**src/rtl/uart_pkg.sv**
```systemverilog
// Shared UART definitions: FSM state encodings and frame geometry.
// Used by uart_rx; uart_tx pulls the same constants so both ends agree.
package uart_pkg;

    // Default bit period in system clock cycles.
    localparam int DEFAULT_BIT_CLK = 87;

    // Payload bits per 8N1 frame.
    localparam int DATA_BITS = 8;

    // Index of the last payload bit (width matches the 3-bit bit index).
    localparam logic [2:0] LAST_BIT_IDX = 3'(DATA_BITS - 1);

    // Receiver/transmitter FSM states.
    typedef enum logic [2:0] {
        IDLE      = 3'd0,
        START     = 3'd1,
        DATA      = 3'd2,
        STOP      = 3'd3,
        WAIT_HIGH = 3'd4
    } uart_state_e;

    // Mid-bit sample point of the start bit for a given bit period.
    function automatic int half_bit(input int bit_clk);
        return (bit_clk - 1) / 2;
    endfunction

endpackage

```
**src/rtl/uart_rx_if.sv**
```systemverilog
// Consumer-side handshake of the UART receiver: byte holding register,
// valid/ack pair and the one-cycle status pulses.
interface uart_rx_if;
    import uart_pkg::*;

    logic [DATA_BITS-1:0] rxdata;
    logic                 rx_valid;
    logic                 rx_ack;
    logic                 frame_err;
    logic                 overrun;
    logic                 busy;

    // Receiver drives data and status, samples the ack.
    modport master (
        output rxdata,
        output rx_valid,
        output frame_err,
        output overrun,
        output busy,
        input  rx_ack
    );

    // Byte consumer (command parser, loopback) side.
    modport slave (
        input  rxdata,
        input  rx_valid,
        input  frame_err,
        input  overrun,
        input  busy,
        output rx_ack
    );

endinterface

```
**src/rtl/uart_rx_sync.sv**
```systemverilog
// Two-flop synchronizer for the asynchronous serial line. The reset value
// is a parameter so an idle-high line does not look like a start bit
// coming out of reset.
module uart_rx_sync #(
    parameter logic RST_VAL = 1'b1
) (
    input  logic clk,
    input  logic rst,
    input  logic d_i,
    output logic q_o
);

    logic meta_q;
    logic sync_q;

    // Two-stage metastability filter.
    always_ff @(posedge clk or posedge rst) begin
        if (rst) begin
            meta_q <= RST_VAL;
            sync_q <= RST_VAL;
        end else begin
            meta_q <= d_i;
            sync_q <= meta_q;
        end
    end

    assign q_o = sync_q;

endmodule

```
**src/rtl/uart_rx.sv**
```systemverilog
// 8N1 UART receiver. Samples the synchronized line mid-bit, assembles bytes
// LSB-first and hands them over through a valid/ack holding register.
// Stop-bit errors raise frame_err; a byte finishing while the previous one
// is still unacknowledged raises overrun and is dropped.
module uart_rx
    import uart_pkg::*;
#(
    parameter int BIT_CLK = DEFAULT_BIT_CLK
) (
    input  logic       clk,
    input  logic       rst,
    input  logic       rxd,
    uart_rx_if.master  bus
);

    localparam int HALF  = half_bit(BIT_CLK);
    localparam int CNT_W = $clog2(BIT_CLK);

    localparam logic [CNT_W-1:0] CNT_HALF = CNT_W'(HALF);
    localparam logic [CNT_W-1:0] CNT_LAST = CNT_W'(BIT_CLK - 1);

    logic                 rxd_s;

    uart_state_e          state_q;
    logic [CNT_W-1:0]     cnt_q;
    logic [2:0]           idx_q;
    logic [DATA_BITS-1:0] shift_q;
    logic [DATA_BITS-1:0] rxdata_q;
    logic                 rx_valid_q;
    logic                 frame_err_q;
    logic                 overrun_q;
    logic                 busy_q;

    logic                 accept_d;
    logic                 ack_clr_d;

    uart_rx_sync #(.RST_VAL(1'b1)) u_sync (
        .clk (clk),
        .rst (rst),
        .d_i (rxd),
        .q_o (rxd_s)
    );

    // Holding register can take a new byte when empty or being drained now.
    always_comb begin
        accept_d  = !rx_valid_q || bus.rx_ack;
        ack_clr_d = rx_valid_q && bus.rx_ack;
    end

    // Frame FSM with registered data, handshake and status outputs.
    always_ff @(posedge clk or posedge rst) begin
        if (rst) begin
            state_q     <= IDLE;
            cnt_q       <= '0;
            idx_q       <= '0;
            shift_q     <= '0;
            rxdata_q    <= '0;
            rx_valid_q  <= 1'b0;
            frame_err_q <= 1'b0;
            overrun_q   <= 1'b0;
            busy_q      <= 1'b0;
        end else begin
            frame_err_q <= 1'b0;
            overrun_q   <= 1'b0;

            // A delivery later in this block overrides the clear.
            if (ack_clr_d)
                rx_valid_q <= 1'b0;

            case (state_q)
                IDLE: begin
                    cnt_q <= '0;
                    if (!rxd_s) begin
                        state_q <= START;
                        busy_q  <= 1'b1;
                    end
                end

                // Re-check the start bit at its middle to reject glitches.
                START: begin
                    if (cnt_q == CNT_HALF) begin
                        cnt_q <= '0;
                        idx_q <= '0;
                        if (!rxd_s) begin
                            state_q <= DATA;
                        end else begin
                            state_q <= IDLE;
                            busy_q  <= 1'b0;
                        end
                    end else begin
                        cnt_q <= cnt_q + 1'b1;
                    end
                end

                // One full bit period after the start mid-point lands mid-bit.
                DATA: begin
                    if (cnt_q == CNT_LAST) begin
                        cnt_q          <= '0;
                        shift_q[idx_q] <= rxd_s;
                        idx_q          <= idx_q + 3'd1;
                        if (idx_q == LAST_BIT_IDX)
                            state_q <= STOP;
                    end else begin
                        cnt_q <= cnt_q + 1'b1;
                    end
                end

                // Return to IDLE right after the stop sample so a
                // back-to-back start bit is still caught.
                STOP: begin
                    if (cnt_q == CNT_LAST) begin
                        cnt_q <= '0;
                        if (rxd_s) begin
                            state_q <= IDLE;
                            busy_q  <= 1'b0;
                            if (accept_d) begin
                                rxdata_q   <= shift_q;
                                rx_valid_q <= 1'b1;
                            end else begin
                                overrun_q  <= 1'b1;
                            end
                        end else begin
                            frame_err_q <= 1'b1;
                            state_q     <= WAIT_HIGH;
                        end
                    end else begin
                        cnt_q <= cnt_q + 1'b1;
                    end
                end

                // A held-low line (break) must not retrigger START.
                WAIT_HIGH: begin
                    cnt_q <= '0;
                    if (rxd_s) begin
                        state_q <= IDLE;
                        busy_q  <= 1'b0;
                    end
                end

                default: begin
                    state_q <= IDLE;
                    cnt_q   <= '0;
                    idx_q   <= '0;
                    busy_q  <= 1'b0;
                end
            endcase
        end
    end

    assign bus.rxdata    = rxdata_q;
    assign bus.rx_valid  = rx_valid_q;
    assign bus.frame_err = frame_err_q;
    assign bus.overrun   = overrun_q;
    assign bus.busy      = busy_q;

endmodule

```
**src/flat_wrapper.sv**
```systemverilog
// flat-port wrapper written by rule: the top's interface ports become plain ports
module uart_rx_flat import uart_pkg::*;
#(
    parameter int BIT_CLK = DEFAULT_BIT_CLK
)
  (clk, rst, rxd, bus_rxdata, bus_rx_valid, bus_frame_err, bus_overrun, bus_busy, bus_rx_ack);
  uart_rx_if bus_i ();
  input  logic clk;
  input  logic rst;
  input  logic rxd;
  output wire logic [$bits(bus_i.rxdata)-1:0] bus_rxdata;
  output wire logic [$bits(bus_i.rx_valid)-1:0] bus_rx_valid;
  output wire logic [$bits(bus_i.frame_err)-1:0] bus_frame_err;
  output wire logic [$bits(bus_i.overrun)-1:0] bus_overrun;
  output wire logic [$bits(bus_i.busy)-1:0] bus_busy;
  input wire logic [$bits(bus_i.rx_ack)-1:0] bus_rx_ack;
  assign bus_rxdata = bus_i.rxdata;
  assign bus_rx_valid = bus_i.rx_valid;
  assign bus_frame_err = bus_i.frame_err;
  assign bus_overrun = bus_i.overrun;
  assign bus_busy = bus_i.busy;
  assign bus_i.rx_ack = bus_rx_ack;
  uart_rx #(.BIT_CLK(BIT_CLK)) u_core (.clk(clk), .rst(rst), .rxd(rxd), .bus(bus_i));
endmodule
```
**config.mk**
```make
export PLATFORM = sky130hd
export DESIGN_NAME = uart_rx_flat
export DESIGN_NICKNAME = d
export VERILOG_FILES = /design/src/rtl/uart_pkg.sv /design/src/rtl/uart_rx_if.sv /design/src/rtl/uart_rx_sync.sv /design/src/rtl/uart_rx.sv /design/src/flat_wrapper.sv
export SDC_FILE = /design/constraint.sdc
export NUM_CORES = 1
export LEC_CHECK = 0
export ABC_AREA = 1
export BUFFER_PORTS_ARGS = -buffer_cell sky130_fd_sc_hd__buf_2
export CAP_MARGIN = 20
export CELL_PAD_IN_SITES_DETAIL_PLACEMENT = 1
export CELL_PAD_IN_SITES_GLOBAL_PLACEMENT = 1
export CORE_MARGIN = 2
export CORE_UTILIZATION = 30
export CTS_BUF_LIST = sky130_fd_sc_hd__clkbuf_8
export CTS_CLUSTER_SIZE = 10
export DETAILED_ROUTE_END_ITERATION = 7
export PLACE_DENSITY = 0.54
export SYNTH_ARGS = -nofsm -noshare
export SYNTH_HDL_FRONTEND = slang
export SYNTH_SLANG_ARGS = --single-unit
```
**constraint.sdc**
```tcl
create_clock -name clk -period 2.19 [get_ports clk]
set_input_delay 0 -clock clk [delete_from_list [all_inputs] [get_ports clk]]
set_output_delay 0 -clock clk [all_outputs]
set_load 0.005 [all_outputs]
```
; ---- Word level (Yosys, flattened, before mapping)
; Cells that the tools add are included.
[op_classes]
n_lt_le_gt_ge = 2
n_addsub = 2
muxes = 35
reduce_logical = 12
n_eq_ne = 13
bitwise_logic = 2
[op_table]
columns = operator, count
row1 = $mux 3, 9
row2 = $mux 1, 17
row3 = $pmux 3 s5, 1
row4 = $mux 7, 2
row5 = $pmux 7 s2, 1
row6 = $pmux 3 s3, 1
row7 = $bwmux 8, 1
row8 = $ne 2x1->1 const B, 4
row9 = $reduce_and 4->1, 2
row10 = $add 7x1->7 const B, 1
row11 = $eq 7x6->1 const B, 1
row12 = $eq 7x7->1 const B, 1
row13 = $eq 3x2->1 const B, 2
row14 = $eq 3x3->1 const B, 2
row15 = $reduce_and 6->1, 1
row16 = $pmux 1 s5, 1
row17 = $lt 3x4->1 const B, 1
row18 = $ne 2x2->1 const B, 2
row19 = $add 3x1->3 const B, 1
row20 = $demux 1 s3, 1
row21 = $eq 3x1->1 const B, 1
row22 = $ge 3x1->1 const B, 1
row23 = $logic_not 3->1, 1
row24 = $reduce_and 3->1, 1
row25 = 8 further kinds, 10
[word_totals]
in_bits = 4
output_inout_bits = 12
ff_bits = 35
word_cells = 77

; ---- Depth between registers and ports, before layout
; Gate-level depths: netlist of the first run.
[depth]
ltp_word = 6
depth_mapped = 10
depth_no_buf = 9

; ---- Cells and area by module
; A second synthesis of the first run with hierarchy kept.
[hier_totals]
hier_cells = 194
area_unflattened_um2 = 1715.4
[modules_own_cells]
columns = module, area_each_um2, cells_per_inst, instances
row1 = uart_rx, 1659.1, 191, 1
row2 = uart_rx_sync, 56.3, 3, 1

; ---- Worst setup path after synthesis of the first run
; No wires, ideal clock.
[synth_path]
kind = register -> register
start = register u_core.cnt_q[0]
end = register u_core.rxdata_q[0] (netlist: u_core.bus.rxdata[0])
path_buffers = 1
arrival_ps = 1277
path_slack_ps = 796
required_time_ps = 2073
path_stages_with_launch = 11
cell_sequence = dfrtp_1 -> inv_1 -> ha_1 -> nand2_1 -> nor2_4 -> nand2_4 -> clkinv_2 -> nand3_4 -> buf_6 -> nand2_2 -> o21ai_2
[synth_between]
elab_chain_len = 2
[synth_rtl]
columns = item, line
row1 = start: declaration, uart_rx.sv:25  ; logic [CNT_W-1:0] cnt_q;
row2 = start signal: assignment, uart_rx.sv:91  ; cnt_q <= cnt_q + 1'b1;
row3 = start signal: assignment, uart_rx.sv:104  ; cnt_q <= cnt_q + 1'b1;
row4 = start signal: assignment, uart_rx.sv:127  ; cnt_q <= cnt_q + 1'b1;
row5 = $eq 7x7->1, uart_rx.sv:111  ; if (cnt_q == CNT_LAST) begin
row6 = $reduce_and 4->1 (no line), -
row7 = end signal: assignment, uart_rx.sv:117  ; rxdata_q <= shift_q;
row8 = end: declaration, uart_rx.sv:28  ; logic [DATA_BITS-1:0] rxdata_q;
; Every way passes these cells.
; A chain may end at the register's enable or synchronous reset.

; ---- Worst setup path after layout of the first run
[layout_path]
start = register u_core.cnt_q[0]
end = register u_core.rxdata_q[4] (netlist: u_core.bus.rxdata[4])
; Same word-level chain as after synthesis.

==> results of run 1 <==
[synthesized netlist by cell type (all sizes together)]
| cell type | count | area share [%] |
|---|---|---|
| buf | 5 | 2.4 |
| clkinv | 2 | 0.48 |
| dfrtp | 33 | 46 |
| dfstp | 2 | 2.9 |
| ha | 4 | 2.8 |
| inv | 29 | 6.0 |
| nand2 | 64 | 15 |
| nand3 | 18 | 5.9 |
| nand3b | 1 | 0.42 |
| nand4 | 15 | 5.2 |
| nor2 | 26 | 7.5 |
| nor3 | 2 | 0.55 |
| o21ai | 8 | 3.9 |
| xnor2 | 2 | 0.97 |
| xor2 | 1 | 0.48 |
[per-layer routing]
layer  wire length (um)  global-route usage [%]
met2               1570                    18.4
met5                  0                       0
met1               1920                    16.6
met3                115                    3.63
met4                 52                    5.00
[state kept, by name, indices dropped and copies added (netlist names)]
signal	flops
u_core.cnt_q	7
u_core.bus.frame_err	1
u_core.bus.rxdata	8
u_core.bus.rx_valid	1
u_core.state_q	3
u_core.bus.busy	1
u_core.u_sync.meta_q	1
u_core.shift_q	8
u_core.bus.overrun	1
u_core.idx_q	3
u_core.u_sync.q_o	1
[metrics by stage]
stage / instance area, um^2 / utilization [%] / power, mW / hold WS, ns
floorplan: 1810 / - / 1.13 / 0.00448
global placement: 1940 / 33.0 / 1.25 / 0.106
detailed placement: 1940 / 33.0 / 1.24 / 0.110
CTS: 2050 / 34.8 / 1.73 / 0.0577
global route: 2050 / 34.8 / 1.84 / 0.0871
finish: 2050 / 34.8 / 1.69 / 0.0540
[worst max-delay path: stages (launching register included)]
cell	delay [ns]
dfrtp_1	0.42
inv_1	0.07
ha_1	0.14
nand2_1	0.08
nor2_4	0.13
nand2_4	0.10
clkinv_2	0.09
nand3_4	0.20
nand2_1	0.15
o21ai_2	0.06
[kinds of logic after synthesis]
logic type,Yosys count,share of synthesized area [%]
and+or+nand+nor,126,34.4
buffers and inverters,36,8.92
DFF,35,48.5
AOI/OAI and AO/OA,8,3.87
adders and majority gates,4,2.77
xor gates and xnor gates,3,1.45
[how the worst max path moves through the flow]
stage          slack (ns)  cells past startpoint                    to             from
3_3_place_gp         0.67                      9  u_core.bus.rxdata[1]  u_core.cnt_q[0]
6_report             0.65                      9  u_core.bus.rxdata[4]  u_core.cnt_q[0]
4_1_cts              0.62                      9  u_core.bus.rxdata[6]  u_core.cnt_q[0]
5_1_grt              0.51                      8       u_core.idx_q[0]  u_core.cnt_q[0]
3_5_place_dp         0.63                      9  u_core.bus.rxdata[6]  u_core.cnt_q[0]
2_1_floorplan        0.80                     10  u_core.bus.rxdata[0]  u_core.cnt_q[0]
[cell type report]
type	count	area (um^2)
fill	721	3830
sequential	35	878
multi-input combinational	141	769
inverter	31	118
timing repair buffer	18	103
tap	75	93.8
clock buffer	5	68.8
clock inverter	3	20.0
[where the power goes]
group / total, mW / switching (mW) / internal, mW
Clock: 0.465 / 0.244 / 0.221
Combinational: 0.463 / 0.315 / 0.148
Sequential: 0.765 / 0.0686 / 0.697
Total: 1.69 / 0.628 / 1.07
==> flow_summary.ini, run 1 <==
[synthesis]
netlist_instances = 212
synth.distinct_cells = 24
synth_warnings = 0
ys_ff_latch = 35
syn-cell-area_mm2 = 0.00181
synthesis.nets = 220
ys_seq_area_share_pct = 48.5
avgSynthCellArea_um2 = 8.53

[layout]
diodes = 0
drive_above_1_share_pct = 21.5
final_cell_mix = 57 x nand2_1, 33 x dfrtp_1, 27 x inv_1
area_growth_syn_to_layout_pct = 13.3
final_common_cell = nand2_1
fin_cells = 308
nets = 240

[clock_tree]
cts_tree = yes
ctsRootBufferMaster = clkbuf_8
htreeDepth = 2
cts_setup_buffers = 0
cts_inserted_buffers = 5
cts_resized = 0
ctsLongestPathBuffers = 2
worstSkewPairLatency_ns = 0.29
ctsHoldBuffers = 2
clock_sinks = 35
clk_pin_slew_ns = 0.08

[floorplanning]
die_w_um = 81.7
chipHeight_um = 81.7
core_area_mm2 = 0.00589
start_util_pct = 30.7
ios = 16
row_count = 28
dieArea_mm2 = 0.00667

[grt]
grt_pass1_vias = 1329
grt_pass1_wl_mm = 6.19
overflow = 0
antenna_found_initial = 0
grt_max_degree = 36
grt_use_total_pct = 12.3

[timing]
rsz0062_at_grt = false
period_share_pct = 70.5
setup_viol = 0
slew_viol_final = 0
fin_crit_ns = 1.54
setup_ws_ns = 0.645
relSlewSlack_pct = 69.0
fmax_mhz = 647
finalClockSkew_ns = 0.00692
tightest_slew_ns = 0.464
finalHoldViolations = 0
setup-tns-final_ns = 0

[placed_design]
place.gp.congestion = 0.774
portBuffers = 15
place_hpwl_mm = 2.70
place_inst = 298
pre_cts_slack_ns = 0.631

[critical_path]
critical_path_required_ns = 2.37
crit_arrival_ns = 1.72
critical_path_class = flop to flop
rr_startpoint = u_core.cnt_q[0]
reg2reg_depth = 9
reg2reg_slack_ns = 0.65
cp-start-kind = flop
critical_path.max_fanout = 16
timing.rr.end = u_core.bus.rxdata[4]
worstSetupEndpointType = flop

[power]
p_leak_nw = 1.07
peakVddDrop_mv = 0.328
power.density_mw_per_mm2 = 826

[route]
finalWirelength_mm = 3.66
viasPerCell = 4.42
drt_iter0_drc = 77
drt_first_pass_iters = 4
vias = 1362
drc = 0
drtAntennaViolNets = 0
avgRoutedWirePerCell_um = 11.9

[hold_path]
hold_path.class = primary input to flop
hold_depth = 4
hold_start = bus_rx_ack
min_to = u_core.bus.overrun

[status]
status = finished, final reports clean

[flow_run]
maxCapViolCount = 0
Power figures use the tool's default switching activity.
==> inputs of run 2 (changes only) <==
--- a/config.mk
+++ b/config.mk
@@ -5,7 +5,7 @@
 export SDC_FILE = /design/constraint.sdc
 export NUM_CORES = 1
 export LEC_CHECK = 0
-export ABC_AREA = 1
+export ABC_AREA = 0
 export BUFFER_PORTS_ARGS = -buffer_cell sky130_fd_sc_hd__buf_2
 export CAP_MARGIN = 20
 export CELL_PAD_IN_SITES_DETAIL_PLACEMENT = 1
@@ -15,7 +15,7 @@
 export CTS_BUF_LIST = sky130_fd_sc_hd__clkbuf_8
 export CTS_CLUSTER_SIZE = 10
 export DETAILED_ROUTE_END_ITERATION = 7
-export PLACE_DENSITY = 0.54
+export PLACE_DENSITY = 0.53
 export SYNTH_ARGS = -nofsm -noshare
 export SYNTH_HDL_FRONTEND = slang
 export SYNTH_SLANG_ARGS = --single-unit
==> constraint.sdc (replaced) <==
create_clock -name clk -period 1.4 [get_ports clk]
set_input_delay 0 -clock clk [delete_from_list [all_inputs] [get_ports clk]]
set_output_delay 0 -clock clk [all_outputs]
set_load 0.005 [all_outputs]
==> flow_summary.ini, run 2 <==
[status]
status = finished, violations left
violations = negative setup slack

[flow_run]
maxCapViolCount = 0

[route]
finalWirelength_mm = 3.60
avgRoutedWirePerCell_um = 13.9
viasPerCell = 4.80
drc = 0
drt_first_pass_iters = 4
vias = 1238
drt_iter0_drc = 41
drtAntennaViolNets = 0

[synthesis]
synth_top_area_share_pct = 51.0
yosysMostFrequentCell = dfrtp_1
synth-edff-count = 0
synth.area.top_cells = dfrtp_1 51%, mux2_2 11%, dfstp_2 3.2%
synth_warnings = 0
avgSynthCellArea_um2 = 11.7
synth.distinct_cells = 34
async_flop_share_pct = 100
ys_seq_area_share_pct = 54.2
synthesis.nets = 147
synthTopCellsByCount = 33 x dfrtp_1, 16 x mux2_2, 14 x nor2_1
netlist_instances = 139
syn-cell-area_mm2 = 0.00162
ys_ff_latch = 35
ys.flop_type = dfrtp_1
synth.largest_area_cell = dfrtp_1

[placed_design]
place_hpwl_mm = 2.51
place_inst = 244
place.gp.congestion = 0.756
portBuffers = 15
pre_cts_slack_ns = -0.611

[floorplanning]
core_area_mm2 = 0.00517
dieArea_mm2 = 0.00600
row_count = 26
die_w_um = 77.5
start_util_pct = 31.3
ios = 16
chipHeight_um = 77.5

[critical_path]
critical_path_class = flop to flop
critical_path.max_fanout = 5
critical_path_required_ns = 1.57
worstSetupEndpointType = flop
reg2reg_slack_ns = -0.52
crit_arrival_ns = 2.09
cp-start-kind = flop

[clock_tree]
clk_pin_slew_ns = 0.07
clock_sinks = 35
worstSkewPairLatency_ns = 0.29
ctsRootBufferMaster = clkbuf_8
ctsLongestPathBuffers = 2
cts_inserted_buffers = 5
htreeDepth = 2
cts_tree = yes

[power]
power.switching_mw = 0.472
p_int_mw = 1.83
power.density_mw_per_mm2 = 982
p_leak_nw = 1.09
p_comb_share_pct = 8.7
p_seq_share_pct = 45.5
p_sw_share_pct = 20.5
peakVddDrop_mv = 0.651
power_frac_clock_pct = 45.8

[timing]
setup-tns-final_ns = -9.10
setup_ws_ns = -0.520
setup_viol = 29
relSlewSlack_pct = 70.0
tightest_slew_ns = 0.450
fin_crit_ns = 1.92
rsz0062_at_grt = true
fmax_mhz = 521
period_share_pct = 137
hold_ws_ns = 0.0267
slew_viol_final = 0
finalHoldViolations = 0
finalClockSkew_ns = 0.0105

[layout]
final_common_cell = dfrtp_1
fin_cells = 258
nets = 195
finish.utilization_pct = 45.3
diodes = 0
final_cell_mix = 33 x dfrtp_1, 29 x buf_4, 15 x buf_2
area_growth_syn_to_layout_pct = 44.7
drive_above_1_share_pct = 54.8

[grt]
grt_pass1_vias = 1296
grt_use_total_pct = 13.4
grt_pass1_wl_mm = 6.34
grt_max_degree = 36
overflow = 0
antenna_found_initial = 0

[hold_path]
hold_path.class = primary input to flop
[run 2: cell types whose count changed after synthesis, moves of 8 or more]
cell and change:
mux2_2 +16, nand3_1 -11, nor2_1 -8, nand2_1 -52, o21ai_2 -8, nand4_1 -13, inv_1 -22
[run 2: path summary, 6_finish.rpt]
path                                      start                    to  cells after the start
setup / recovery                u_core.cnt_q[0]     u_core.shift_q[4]                      6
setup reg to reg                u_core.cnt_q[0]     u_core.shift_q[4]                      6
min in group asynchronous                   rst  u_core.bus.rxdata[5]                      4
hold / removal                       bus_rx_ack    u_core.bus.overrun                      3
hold reg to reg            u_core.u_sync.meta_q     u_core.u_sync.q_o                      0
max in group asynchronous                   rst     u_core.u_sync.q_o                      4
[run 2: final cells by class]
type	count	area (um^2)
Clock inverter	3	63.8
Tap cell	70	87.6
Clock buffer	5	68.8
Inverter	5	18.8
Multi-Input combinational cell	90	866
Timing Repair Buffer	50	362
Sequential cell	35	878
Fill cell	551	2830
[run 2: kinds of logic (layout without fill, tap and decap cells)]
kind of cell	Yosys count	count (layout)	share of synthesized area, %
compound gates	18	18	7.34
xor+xnor	5	5	2.70
fa+ha+maj	4	4	3.09
buf+inv	14	63	3.71
flops	35	35	54.2
mux	17	17	11.8
simple gates	46	46	17.1
[run 2: layer usage]
layer  track usage, %  part of all wire (%)  vias to the layer above
met4             4.82                   1.3                        0
li1                 -                     -                      589
met3             3.49                   2.3                        6
met2             24.2                    54                       13
met5                0                     0                        -
met1             15.2                    42                      630
[run 2: what timing repair did]
action	4_1_cts	5_1_grt
pin swaps	16	14
endpoints found under the setup margin	32	33
hold endpoints to repair	34	0
hold buffers	2	0
gates resized for setup	17	25
setup buffers	3	3
[run 2: per-stage QoR]
stage	power (mW)	instance area [um^2]
6_report	2.30	2340
5_1_grt	2.42	2340
4_1_cts	2.31	2210
3_5_place_dp	1.21	1980
3_3_place_gp	1.21	1980
2_1_floorplan	1.14	1640
[run 2: critical path, stage by stage, from the launching register on]
cell      delay, ns
dfrtp_1        0.39
inv_2          0.07
ha_4           0.13
nand4b_4       0.09
or4_4          0.50
nor4b_4        0.30
mux2_4         0.33
[run 2: power groups by stage]
stage               Clock [mW]  Sequential (mW)  Combinational, mW
global placement             0             1.06              0.145
global route              1.15             1.05              0.223
detailed placement           0             1.06              0.148
CTS                       1.09             1.04              0.169
floorplan                    0             1.06             0.0820
finish                    1.05             1.05              0.200
==> inputs of run 3 (changes only) <==
--- a/config.mk
+++ b/config.mk
@@ -11,11 +11,11 @@
 export CELL_PAD_IN_SITES_DETAIL_PLACEMENT = 1
 export CELL_PAD_IN_SITES_GLOBAL_PLACEMENT = 1
 export CORE_MARGIN = 2
-export CORE_UTILIZATION = 30
+export CORE_UTILIZATION = 40
 export CTS_BUF_LIST = sky130_fd_sc_hd__clkbuf_8
 export CTS_CLUSTER_SIZE = 10
 export DETAILED_ROUTE_END_ITERATION = 7
-export PLACE_DENSITY = 0.53
+export PLACE_DENSITY = 0.68
 export SYNTH_ARGS = -nofsm -noshare
 export SYNTH_HDL_FRONTEND = slang
 export SYNTH_SLANG_ARGS = --single-unit
==> flow_summary.ini, run 3 (synthesis results as in run 2) <==
[grt]
grt_pass1_wl_mm = 6.68
busiest_layer = met2
grt_max_degree = 25
grt_pass1_vias = 1385
overflow = 0
met3_usage_pct = 6.00
grt_use_total_pct = 20.5
antenna_found_initial = 0
use_met1_pct = 21.5
use_met2_pct = 39.2

[layout]
final_cell_mix = 33 x dfrtp_1, 28 x buf_4, 15 x buf_2
diodes = 0
area_growth_syn_to_layout_pct = 45.1
design_area_mm2 = 0.00235
fill_cells = 404
finish.utilization_pct = 59.6
fin_cells = 240
nets = 197
final_common_cell = dfrtp_1
drive_above_1_share_pct = 54.2

[timing]
rsz0062_at_grt = true
hold_ws_ns = 0.0785
slew_viol_final = 0
setup-tns-final_ns = -12.99
finalHoldViolations = 0
setup_viol = 33
relSlewSlack_pct = 66.6
tightest_slew_ns = 0.500
finalClockSkew_ns = 0.00769
period_share_pct = 138
fmax_mhz = 516
fin_crit_ns = 1.94
setup_ws_ns = -0.538

[floorplanning]
chipHeight_um = 67.6
dieArea_mm2 = 0.00458
row_count = 23
ios = 16
die_w_um = 67.6
core_area_mm2 = 0.00394
start_util_pct = 41.1

[flow_run]
maxCapViolCount = 0

[critical_path]
crit_chain = inv_1 -> ha_2 -> nand4b_4 -> or4_4 -> nor4b_4 -> mux2_4
timing.rr.end = u_core.shift_q[2]
slowest_stage = or4_4
reg2reg_slack_ns = -0.54
cp-start-kind = flop
reg2reg_depth = 6
worstSetupEndpointType = flop
critical_path.max_fanout = 5
critical_path_class = flop to flop
critPathTopFamily = simple AND/OR/NAND/NOR gates
crit_arrival_ns = 2.12
critical_path_required_ns = 1.58
rr_startpoint = u_core.cnt_q[0]
crit_buf_inv = 1
cp_slowest_stage_delay_ns = 0.50

[hold_path]
hold_start = bus_rx_ack
hold_depth = 3
min_to = u_core.bus.overrun
hold_path.class = primary input to flop

[status]
violations = negative setup slack
status = finished, violations left

[route]
avgRoutedWirePerCell_um = 18.2
drtAntennaViolNets = 0
drt_first_pass_iters = 4
vias = 1278
drc = 0
viasPerCell = 5.33
drt_iter0_drc = 55
finalWirelength_mm = 4.36

[clock_tree]
ctsRootBufferMaster = clkbuf_8
htreeDepth = 2
worstSkewPairLatency_ns = 0.29
clock_sinks = 35
clk_pin_slew_ns = 0.07
cts_inserted_buffers = 5
ctsLongestPathBuffers = 2
cts_tree = yes

[power]
finalPower_mw = 2.16
peakVddDrop_mv = 0.708
power.density_mw_per_mm2 = 920
p_leak_nw = 1.12

[placed_design]
place_inst = 222
placed_area_mm2 = 0.00195
place.gp.congestion = 0.842
pre_cts_slack_ns = -0.669
portBuffers = 15
place_hpwl_mm = 2.69
-- run 3: how the worst max path moves through the flow --
stage / start / end / slack [ns] / depth (start not counted)
2_1_floorplan: u_core.cnt_q[0] / u_core.shift_q[4] / -0.63 / 6
3_3_place_gp: u_core.cnt_q[0] / u_core.shift_q[4] / -0.57 / 6
3_5_place_dp: u_core.cnt_q[0] / u_core.shift_q[2] / -0.67 / 6
4_1_cts: u_core.cnt_q[0] / u_core.shift_q[4] / -0.54 / 6
5_1_grt: u_core.cnt_q[0] / u_core.shift_q[2] / -0.60 / 6
6_report: u_core.cnt_q[0] / u_core.shift_q[2] / -0.54 / 6
-- run 3: layer usage --
metal  part of all wire [%]  up-vias
met5                      0        -
met4                    1.0        0
met3                    3.1        4
met2                     55       24
met1                     41      656
li1                       -      594
-- run 3: worst register-to-register path: cells and delay by family, from the launching register on --
family                   cells  cell delay [ns]
multiplexers                 1             0.33
buffers and inverters        1             0.06
AND/OR/NAND/NOR              3             0.88
adder cells (fa/ha/maj)      1             0.19
flip-flops                   1             0.38
-- run 3: timing repair --
item,CTS,global route
pin swaps,10,7
hold buffers,2,0
setup endpoints to repair,33,33
hold endpoints to repair,10,0
buffers inserted,4,6
gates resized for setup,27,14
gates cloned,0,0
-- run 3: power breakdown --
part	internal, mW	switching [mW]	total [mW]
logic	0.0799	0.104	0.184
registers	1.03	0.0150	1.05
clock network	0.576	0.355	0.931
-- run 3: cell type report --
class,instances,area (um^2),area share [%]
well taps,50,62.6,2.66
multi-input cells,90,872,37.1
repair buffers,52,402,17.1
clock buffers,6,82.6,3.51
inverters,5,18.8,0.798
flip-flops and latches,35,878,37.4
clock inverters,2,35.0,1.49
